## src/rtl/alu_mul_sequencer_pkg.sv

```systemverilog
// Shared definitions for the EX-stage shift-add multiply sequencer:
// ALU opcodes, sequencer state encoding and iteration count.
package alu_mul_sequencer_pkg;

    localparam logic [3:0] ALU_AND = 4'b0000;
    localparam logic [3:0] ALU_OR  = 4'b0001;
    localparam logic [3:0] ALU_ADD = 4'b0010;
    localparam logic [3:0] ALU_SUB = 4'b0110;

    localparam int MUL_ITERS = 32;
    localparam int CNT_W     = $clog2(MUL_ITERS);
    localparam logic [CNT_W-1:0] CNT_LAST = CNT_W'(MUL_ITERS - 1);

    typedef enum logic [1:0] {
        IDLE = 2'd0,
        RUN  = 2'd1,
        DONE = 2'd2
    } mul_state_e;

endpackage

```

## src/rtl/alu_mul_sequencer.sv

```systemverilog
// Iterative 32x32 -> 64 unsigned shift-add multiply that borrows the
// pipeline's single combinational ALU. While idle the ALU ports are a
// pure pass-through of the EX operands; during a multiply the pipeline is
// stalled and the ALU performs one ADD per iteration.
//
// Build option: define MUL_HIGH_EN to let mul_hi_sel return the high
// product word (MULHU). Without it mul_result is always the low word.
//
// state | meaning
// IDLE  | pass-through, waiting for mul_start
// RUN   | 32 add/shift iterations, pipeline stalled
// DONE  | one-cycle result pulse, stall released
module alu_mul_sequencer
    import alu_mul_sequencer_pkg::*;
#(
    parameter int XLEN = 32
) (
    input  logic            clk,
    input  logic            reset,
    input  logic [XLEN-1:0] ex_a,
    input  logic [XLEN-1:0] ex_b,
    input  logic [3:0]      ex_alu_control,
    input  logic            mul_start,
    input  logic            mul_hi_sel,
    output logic [XLEN-1:0] alu_a,
    output logic [XLEN-1:0] alu_b,
    output logic [3:0]      alu_control,
    input  logic [XLEN-1:0] alu_result,
    output logic            stall,
    output logic            mul_done,
    output logic [XLEN-1:0] mul_result
);

    mul_state_e       state_q;
    logic [XLEN-1:0]  m_q;
    logic [XLEN-1:0]  acc_hi_q, acc_hi_d;
    logic [XLEN-1:0]  acc_lo_q, acc_lo_d;
    logic [CNT_W-1:0] count_q;
    logic [XLEN-1:0]  mul_result_q;
    logic             mul_done_q;
    logic [XLEN-1:0]  sum;
    logic             carry;
    logic [XLEN-1:0]  result_word;

    // One add/shift step: the ALU has no carry out, so recover it by
    // noticing the unsigned sum wrapped below the addend.
    always_comb begin
        sum   = acc_hi_q;
        carry = 1'b0;
        if (acc_lo_q[0]) begin
            sum   = alu_result;
            carry = (alu_result < acc_hi_q);
        end
        acc_hi_d = {carry, sum[XLEN-1:1]};
        acc_lo_d = {sum[0], acc_lo_q[XLEN-1:1]};
    end

`ifdef MUL_HIGH_EN
    assign result_word = mul_hi_sel ? acc_hi_q : acc_lo_q;
`else
    logic unused_hi_sel;
    assign unused_hi_sel = mul_hi_sel;
    assign result_word   = acc_lo_q;
`endif

    // ALU mux and stall: borrow the ALU only while iterating.
    always_comb begin
        alu_a       = ex_a;
        alu_b       = ex_b;
        alu_control = ex_alu_control;
        stall       = 1'b0;
        case (state_q)
            IDLE: stall = mul_start;
            RUN: begin
                alu_a       = acc_hi_q;
                alu_b       = m_q;
                alu_control = ALU_ADD;
                stall       = 1'b1;
            end
            default: stall = 1'b0;
        endcase
    end

    assign mul_done   = mul_done_q;
    assign mul_result = (state_q == DONE) ? result_word : mul_result_q;

    // Sequencer FSM with accumulator, iteration counter and held result.
    always_ff @(posedge clk or posedge reset) begin
        if (reset) begin
            state_q      <= IDLE;
            m_q          <= '0;
            acc_hi_q     <= '0;
            acc_lo_q     <= '0;
            count_q      <= '0;
            mul_result_q <= '0;
            mul_done_q   <= 1'b0;
        end else begin
            mul_done_q <= 1'b0;
            case (state_q)
                IDLE: begin
                    if (mul_start) begin
                        m_q      <= ex_a;
                        acc_hi_q <= '0;
                        acc_lo_q <= ex_b;
                        count_q  <= '0;
                        state_q  <= RUN;
                    end
                end
                RUN: begin
                    acc_hi_q <= acc_hi_d;
                    acc_lo_q <= acc_lo_d;
                    count_q  <= count_q + 1'b1;
                    if (count_q == CNT_LAST) begin
                        state_q    <= DONE;
                        mul_done_q <= 1'b1;
                    end
                end
                DONE: begin
                    mul_result_q <= result_word;
                    state_q      <= IDLE;
                end
                default: state_q <= IDLE;
            endcase
        end
    end

endmodule

```

## config.mk

```make
export PLATFORM = sky130hd
export DESIGN_NAME = alu_mul_sequencer
export DESIGN_NICKNAME = d
export VERILOG_FILES = /design/src/rtl/alu_mul_sequencer_pkg.sv /design/src/rtl/alu_mul_sequencer.sv
export SDC_FILE = /design/constraint.sdc
export NUM_CORES = 1
export LEC_CHECK = 0
export CAP_MARGIN = 20
export CORE_AREA = 2 2 114 116
export DETAILED_ROUTE_END_ITERATION = 8
export DIE_AREA = 0 0 116 118
export DONT_BUFFER_PORTS = 1
export GPL_TIMING_DRIVEN = 0
export PLACE_DENSITY_LB_ADDON = 0.3
export REMOVE_ABC_BUFFERS = 1
export SYNTH_ARGS = -nofsm -noshare
export SYNTH_HDL_FRONTEND = slang
export SYNTH_SLANG_ARGS = --single-unit
export TNS_END_PERCENT = 5
```

## constraint.sdc

```tcl
create_clock -name clk -period 7.3 [get_ports clk]
set_clock_uncertainty 0.05 [all_clocks]
set_input_delay 1.46 -clock clk [delete_from_list [all_inputs] [get_ports clk]]
set_output_delay 1.46 -clock clk [all_outputs]
set_load 0.05 [all_outputs]
```

==> results of run 1 <==
-- cell usage in the layout, fill, tap and decap left out, types with 32 or more instances in the layout --
cell type  instances
a21oi_1           41
a22oi_1           32
dfrtp_1          135
ha_1              33
inv_1             32
mux2_2            63
mux2i_1           32
nand2_1          145
o21ai_0           41
-- per-stage QoR --
stage,hold WS [ns],utilization,worst slack (ns),cell area [sq um]
floorplan,0.400,-,1.34,7020
global placement,0.418,0.583,-0.576,7230
detailed placement,0.434,0.605,3.10,7500
CTS,0.446,0.654,2.62,8120
global route,0.458,0.654,2.51,8120
finish,0.441,0.654,2.64,8120
-- flip-flops by register name, summed over array words and instances, names as in the netlist --
register and cells:
mul_done 1, acc_hi_q 32, mul_result_q 32, count_q 5, state_q 2, acc_lo_q 32
m_q 32
-- power by group through the flow --
stage	combinational, uW	sequential (uW)	clock (uW)
after global placement	1730	1260	0
after global routing	1980	1270	935
after CTS	1850	1230	899
after floorplan	1550	1200	0
final	1840	1230	892
after detailed placement	1840	1240	0
-- metal layers --
metal,GRT usage,vias up
li1,-,2564
met1,0.379,2711
met2,0.437,247
met3,0.0814,33
met4,0.0900,0
met5,0,-
-- logic make-up after synthesis --
family,synth area share
AND/OR/NAND/NOR,0.127
flip-flops,0.468
multiplexers,0.143
AO/OA/AOI/OAI,0.153
adder cells (fa/ha/maj),0.0568
buffers and inverters,0.0510
-- worst max-delay path by stage --
stage	start	to	slack (ns)	cells past startpoint
2_1_floorplan	state_q[1]	alu_a[10]	1.34	2
3_3_place_gp	state_q[1]	alu_a[11]	-0.58	2
3_5_place_dp	state_q[1]	alu_a[27]	3.10	5
4_1_cts	state_q[1]	alu_a[27]	2.62	5
5_1_grt	state_q[1]	alu_a[27]	2.51	5
6_report	state_q[1]	alu_a[27]	2.64	5
-- worst max-delay path: cells and delay by family, from the launching register on --
kind | cells | cell delay, ns
AOI/OAI and AO/OA | 1 | 0.55
buffers and inverters | 2 | 0.56
DFF | 1 | 0.79
and+or+nand+nor | 2 | 0.79
-- final cells by class --
class | count | share of cell area
Clock inverter | 7 | 0.0143
Sequential cell | 136 | 0.419
Clock buffer | 23 | 0.0613
Inverter | 33 | 0.0159
Tap cell | 172 | 0.0265
Multi-Input combinational cell | 525 | 0.433
Timing Repair Buffer | 10 | 0.0296
==> out/results.txt, run 1 <==
Area contributors post-synth: dfrtp_1, mux2_2, nand2_1, ha_1, o21ai_0
uppermost layer routed: met4
GRT Overall Usage: 0.281
asr flop ratio synth: 1.00
CP max stage cell: dfrtp_1
Hold Vio Cnt, Final: 0
critical path launch point type: flop
drt drc: 0
routed vias/inst: 6.13
RSZ-0062 raised after global routing: false
CTS buffer count: 17
Switch Pwr: 1880 uW
H-tree depth: 4
combinational power share: 0.465
Slew Limit Fails: 0
core area: 12400 sq um
Port Buffer Count: 0
DIE HEIGHT: 118 microns
multi-input logic area: 3520 sq um
RR Startpoint: state_q[1]
maximum VDD drop: 322 uV
wl on met1: 7.90 mm
DR vias: 5555
WL met3: 1.56 mm
starting density of the core: 0.585
drt pass-1 iters: 5
Register-to-Register Setup Slack: 4.63 ns
remaining global-route overflow: 0
cts hold-fix bufs: 0
CTS Buffer Depth: 2
Crit. End Element: output port
PwrDens: 489 nW/um^2
fmax: 215 MHz
Setup CP Type: flop to output port
Final min period: 4.66 ns
status: finished clean
min-delay src: count_q[3]
P&R area growth vs syn: 11.8%
I/O pins: 206
post-CTS resize count: 0
cells along the critical path: buf_16 -> nand2b_4 -> buf_16 -> nand2_1 -> o21ai_1
drt total wl: 18.9 mm
leakage power: 0.00356 uW
Synth area leader: dfrtp_1
clock network power share: 0.225
Register Area: 3400 sq um
Int Pwr: 2090 uW
Largest stage delay, worst path: 0.79 ns
Skew-Pair Late Insertion Delay: 0.42 ns
nets@finish: 860
MaxCap Viol Count: 0
share of layout cells above drive strength 1: 0.153
Post-Synthesis Cells: 746
post-route insts no fill: 906
worst-margin pin slew: 1.04 ns
dpl hpwl: 13.2 mm
routability cong.: 0.921
Antenna Nets Post-Route: 0
WP data required: 5.79 ns
ys flop type: dfrtp_1
Top cell by count, worst path: buf_16
Ys Warns: 0
sequential element share of the synthesized area: 0.468
Die X: 116 microns
Worst Hold Class: flop to flop
hold-critical path depth: 1
synthesized area per cell: 9.74 sq um
synthesized flop and latch total: 136
Hold Crit Endpoint: count_q[3]
routed len/inst: 20.8 microns
setup tns final: 0 ns
antenna violations before repair: 0
crit share post-route: 0.638
synthesized area: 7260 sq um
Critical Path AT: 3.15 ns
largest net degree at the start of global routing: 91
Die ar.: 13700 sq um
Max-slew headroom: 0.300
number of synthesized flops with an enable pin: 0
Final setup violation count: 0
most frequent cells after synthesis: nand2_1, dfrtp_1, o21ai_0
vias in the first global route: 5480
Filler Cells Inserted: 998
Sw Ratio: 0.474
met2 wire length: 9.00 mm
Clock Sinks: 136
Inst Count DP: 876
clock root cell: clkbuf_16
cells on worst reg2reg path: 5
clk slew on worst S/H paths: 0.06 ns
drt initial violations: 551
Synth cell types: 39
sequential share of power: 0.311
critical path fanouts, max: 70
Ant. Diodes: 0
RR Endpoint: m_q[8]
Design Power: 3970 uW
CTS tree: done
most numerous cell in the Yosys netlist: nand2_1
Post-CTS Setup Repair Bufs: 0
first-pass GRT wire length: 29.7 mm
Synth top area share: 0.468
num rows: 41
Power figures use the tool's default switching activity.
==> run 2, diff against run 1 <==
--- a/config.mk
+++ b/config.mk
@@ -6,9 +6,9 @@
 export NUM_CORES = 1
 export LEC_CHECK = 0
 export CAP_MARGIN = 20
-export CORE_AREA = 2 2 114 116
+export CORE_AREA = 2 2 115 117
 export DETAILED_ROUTE_END_ITERATION = 8
-export DIE_AREA = 0 0 116 118
+export DIE_AREA = 0 0 117 119
 export DONT_BUFFER_PORTS = 1
 export GPL_TIMING_DRIVEN = 0
 export PLACE_DENSITY_LB_ADDON = 0.3
==> constraint.sdc (replaced) <==
create_clock -name clk -period 4.05 [get_ports clk]
set_clock_uncertainty 0.05 [all_clocks]
set_input_delay 0.81 -clock clk [delete_from_list [all_inputs] [get_ports clk]]
set_output_delay 0.81 -clock clk [all_outputs]
set_load 0.05 [all_outputs]
==> run 2 against run 1 <==
Net effect:
- wire length down 0.58%
- flip-flop and latch count unchanged
- critical path type unchanged
- critical path depth shrank 1
- sequential power is 80% higher
==> out/results.txt, run 2 (synthesized netlist as in run 1, its figures left out) <==
Crit. End Element: output port
most frequent cells in the layout: nand2_1, dfrtp_1, mux2_2, a21oi_1, o21ai_0
nets@finish: 859
CTS buffer count: 17
first-pass GRT wire length: 29.6 mm
wl on met1: 8.01 mm
WL met3: 1.32 mm
CTS tree: done
Ant. Diodes: 0
routability cong.: 0.891
Filler Cells Inserted: 1105
WP data required: 3.19 ns
Die X: 117 microns
H-tree depth: 4
Final min period: 3.75 ns
Port Buffer Count: 0
GRT Overall Usage: 0.275
status: finished clean
fmax: 267 MHz
commonest non-fill, non-tap cell in the layout: nand2_1
routed len/inst: 20.7 microns
worst-margin pin slew: 1.03 ns
Clock Sinks: 136
Design Power: 6960 uW
critical path fanouts, max: 82
num rows: 42
routed vias/inst: 6.07
core area: 12900 sq um
leakage power: 0.00351 uW
P&R area growth vs syn: 10.3%
Final setup violation count: 0
drt total wl: 18.8 mm
maximum VDD drop: 407 uV
uppermost layer routed: met4
clk slew on worst S/H paths: 0.05 ns
Skew-Pair Late Insertion Delay: 0.42 ns
Die ar.: 13900 sq um
Slew Limit Fails: 0
crit share post-route: 0.926
CTS Buffer Depth: 2
DIE HEIGHT: 119 microns
Worst Hold Class: input pin to asynchronous set/reset pin
Final Instance Area: 8010 sq um
largest net degree at the start of global routing: 93
dpl hpwl: 13.2 mm
met2 wire length: 9.09 mm
drt initial violations: 533
Antenna Nets Post-Route: 0
vias in the first global route: 5510
MaxCap Viol Count: 0
Setup CP Type: flop to output port
share of layout cells above drive strength 1: 0.146
remaining global-route overflow: 0
PwrDens: 868 nW/um^2
critical path launch point type: flop
worst slack, placed: 0.513 ns
drt pass-1 iters: 5
clock root cell: clkbuf_16
Critical Path AT: 2.89 ns
Hold Vio Cnt, Final: 0
cts hold-fix bufs: 0
antenna violations before repair: 0
Max-slew headroom: 0.310
I/O pins: 206
RSZ-0062 raised after global routing: false
DR vias: 5515
WHS: 0.223 ns
drt drc: 0
Setup WS post-layout: 0.299 ns
starting density of the core: 0.564
post-place instance area: 7480 sq um
run 2: final cells by class:
type                            instances  area, sq um  share of cell area
Multi-Input combinational cell        525         3520               0.439
Sequential cell                       136         3410               0.425
Clock buffer                           25          485              0.0606
Tap cell                              176          220              0.0275
Timing Repair Buffer                    9          213              0.0265
Inverter                               33          129              0.0161
Clock inverter                          4         45.0             0.00562
run 2: power by group:
group | switching (uW) | internal, uW
Clock | 540 | 879
Sequential | 352 | 1860
Combinational | 2480 | 852
run 2: what timing repair did:
item | 4_1_cts | 5_1_grt
setup buffers | 0 | 0
setup endpoints to repair | 0 | 20
endpoints found under the hold margin | 0 | 0
resized for setup | 0 | 1
run 2: metrics by stage:
| stage | setup TNS [ns] | instances | util |
|---|---|---|---|
| 2_1_floorplan | -119.82 | 694 | - |
| 3_3_place_gp | -573.24 | 870 | 0.562 |
| 3_5_place_dp | 0 | 879 | 0.581 |
| 4_1_cts | 0 | 908 | 0.622 |
| 5_1_grt | 0 | 908 | 0.622 |
| 6_report | 0 | 908 | 0.622 |
run 2: path summary, 6_finish.rpt:
path	depth (start not counted)	startpoint	slack, ns	endpoint
worst max-delay path	4	state_q[0]	0.30	alu_a[9]
worst min-delay path	1	reset	0.22	mul_result_q[12]
worst max register to register	6	state_q[1]	1.45	m_q[20]
worst min register to register	1	count_q[3]	0.44	count_q[3]
max in group asynchronous	2	reset	2.92	state_q[1]
min in group clk	1	count_q[3]	0.44	count_q[3]
run 2: critical path, stage by stage (launching register included):
cell      delay (ns)
dfrtp_1         0.66
buf_16          0.23
nand2b_4        0.34
buf_16          0.35
o21ai_1         0.84
run 2: metal layers:
layer,vias up,global-route usage
li1,2565,-
met1,2701,0.375
met2,223,0.427
met3,26,0.0677
met4,0,0.0978
met5,-,0
==> run 3, diff against run 2 <==
--- a/config.mk
+++ b/config.mk
@@ -5,10 +5,11 @@
 export SDC_FILE = /design/constraint.sdc
 export NUM_CORES = 1
 export LEC_CHECK = 0
+export ABC_AREA = 1
 export CAP_MARGIN = 20
-export CORE_AREA = 2 2 115 117
+export CORE_AREA = 2 2 114 116
 export DETAILED_ROUTE_END_ITERATION = 8
-export DIE_AREA = 0 0 117 119
+export DIE_AREA = 0 0 116 118
 export DONT_BUFFER_PORTS = 1
 export GPL_TIMING_DRIVEN = 0
 export PLACE_DENSITY_LB_ADDON = 0.3
==> run 3 against run 2 <==
Net effect:
- critical path depth is 2 higher
- non-clock buffer count grew 34
- maximum frequency down 5.0%
- sequential share of layout area fell by 0.37 points
- worst setup slack worse by 0.20 ns
- synthesized cell count increased by 14%
- wire length is 0.94% lower
- die area decreased by 1.7%
- via count grew 7.1%
- utilization increased by 2.9 points
- final area up 0.84%
- critical endpoint is now stall
- global-route usage decreased by 0.059 points
==> out/results.txt, run 3 <==
drt drc: 0
DIE HEIGHT: 118 microns
synthesized flop and latch total: 136
Crit. End Element: output port
CTS buffer count: 17
clk slew on worst S/H paths: 0.05 ns
Post-Synthesis Cells: 851
Hold Vio Cnt, Final: 0
largest net degree at the start of global routing: 89
starting density of the core: 0.568
routed len/inst: 17.7 microns
remaining global-route overflow: 0
Synth top area share: 0.483
asr flop ratio synth: 1.00
core area: 12400 sq um
most numerous cell in the Yosys netlist: nand2_1
RSZ-0062 raised after global routing: true
dpl hpwl: 12.3 mm
crit share post-route: 0.976
synthesized area: 7050 sq um
Final setup violation count: 0
drt total wl: 18.6 mm
Filler Cells Inserted: 1061
Setup WS post-layout: 0.0990 ns
cells along the critical path: inv_2 -> nand3_4 -> inv_6 -> nor2_8 -> inv_2 -> buf_12
routability cong.: 0.847
H-tree depth: 4
antenna violations before repair: 0
share of layout cells above drive strength 1: 0.117
Final min period: 3.95 ns
CTS Buffer Depth: 2
WP data required: 3.19 ns
Area contributors post-synth: dfrtp_1, nand2_1, o21ai_0, ha_1, inv_1
Skew-Pair Late Insertion Delay: 0.42 ns
most frequent cells after synthesis: nand2_1, dfrtp_1, o21ai_0
CP max stage cell: inv_6
crit-path leading delay family: buffers and inverters
RR Endpoint: acc_lo_q[24]
Setup CP Type: flop to output port
drt pass-1 iters: 5
Antenna Nets Post-Route: 0
Max-slew headroom: 0.265
fmax: 253 MHz
number of synthesized flops with an enable pin: 0
Die X: 116 microns
Critical Path AT: 3.09 ns
commonest non-fill, non-tap cell in the layout: nand2_1
num rows: 41
status: finished clean
sequential element share of the synthesized area: 0.483
worst slack, placed: -0.605 ns
critical path fanouts, max: 49
clock root cell: clkbuf_16
Largest stage delay, worst path: 0.56 ns
Top cell by count, worst path: inv_2
Worst Hold Class: input pin to asynchronous set/reset pin
Inst Count DP: 1017
Ant. Diodes: 0
DR vias: 5907
I/O pins: 206
drt initial violations: 409
Post-CTS Setup Repair Bufs: 0
P&R area growth vs syn: 14.6%
Synth cell types: 31
CTS tree: done
first-pass GRT wire length: 29.1 mm
Die ar.: 13700 sq um
Synth area leader: dfrtp_1
setup tns final: 0 ns
vias in the first global route: 5794
synthesized area per cell: 8.28 sq um
Clock Sinks: 136
Slew Limit Fails: 0
Ys Warns: 0
Port Buffer Count: 0
routed vias/inst: 5.62
most frequent cells in the layout: nand2_1, dfrtp_1, inv_1, o21ai_1, o21ai_0
nets@finish: 1003
MaxCap Viol Count: 0
GRT Overall Usage: 0.274
Register-to-Register Setup Slack: 1.03 ns
final core utilization: 0.651
ys flop type: dfrtp_1
WP buf/inv: 4
worst-margin pin slew: 1.09 ns
cells on worst reg2reg path: 7
RR Startpoint: state_q[1]
critical path launch point type: flop
post-route insts no fill: 1051
## run 3: cells by family (layout without fill, tap and decap cells)
kind of cell	count (synthesis)	in the layout	synth area share
compound gates	242	242	0.201
xor+xnor	1	1	0.00124
fa+ha+maj	33	33	0.0586
buf+inv	164	190	0.0960
flops	136	136	0.483
mux	7	7	0.0112
simple gates	268	270	0.149
## run 3: stage by stage
step	instance area [sq um]	hold WS [ns]
floorplan	6800	0.399
global placement	7020	0.413
detailed placement	7340	0.418
CTS	7990	0.241
global route	8080	0.260
finish	8080	0.243
## run 3: worst max-delay path by stage
stage,cells past startpoint,to,slack (ns),start
3_5_place_dp,5,stall,-0.61,mul_start
4_1_cts,5,alu_a[12],-0.17,state_q[1]
6_report,6,stall,0.1,state_q[1]
2_1_floorplan,3,alu_a[10],-0.64,state_q[1]
3_3_place_gp,3,alu_a[22],-2.08,state_q[1]
5_1_grt,6,stall,-0.12,state_q[1]
## run 3: timing repair
action / CTS / global route
endpoints found under the hold margin: 0 / 0
pin swaps: 1 / 1
gates resized for setup: 7 / 20
hold buffers: 0 / 0
cloned: 0 / 2
endpoints found under the setup margin: 27 / 28
## run 3: layout make-up
| class | instances | area (sq um) | share of cell area |
|---|---|---|---|
| flip-flops and latches | 136 | 3400 | 0.421 |
| repair buffers | 43 | 310 | 0.0384 |
| well taps | 172 | 215 | 0.0266 |
| multi-input cells | 553 | 3080 | 0.381 |
| inverters | 115 | 444 | 0.0550 |
| clock inverters | 7 | 140 | 0.0173 |
| clock buffers | 25 | 485 | 0.0601 |
## run 3: layer usage
metal	routed length (microns)	GRT usage	vias to the layer above	part of all wire
li1	-	-	2828	-
met1	7640	0.348	2809	0.41
met2	9220	0.440	242	0.50
met3	1430	0.0829	28	0.077
met4	298	0.104	0	0.016
met5	0	0	-	0
Power of run 3 is left out: the tool's default activity adds up to more than one toggle a clock period on the data nets, which glitch-free logic cannot reach.
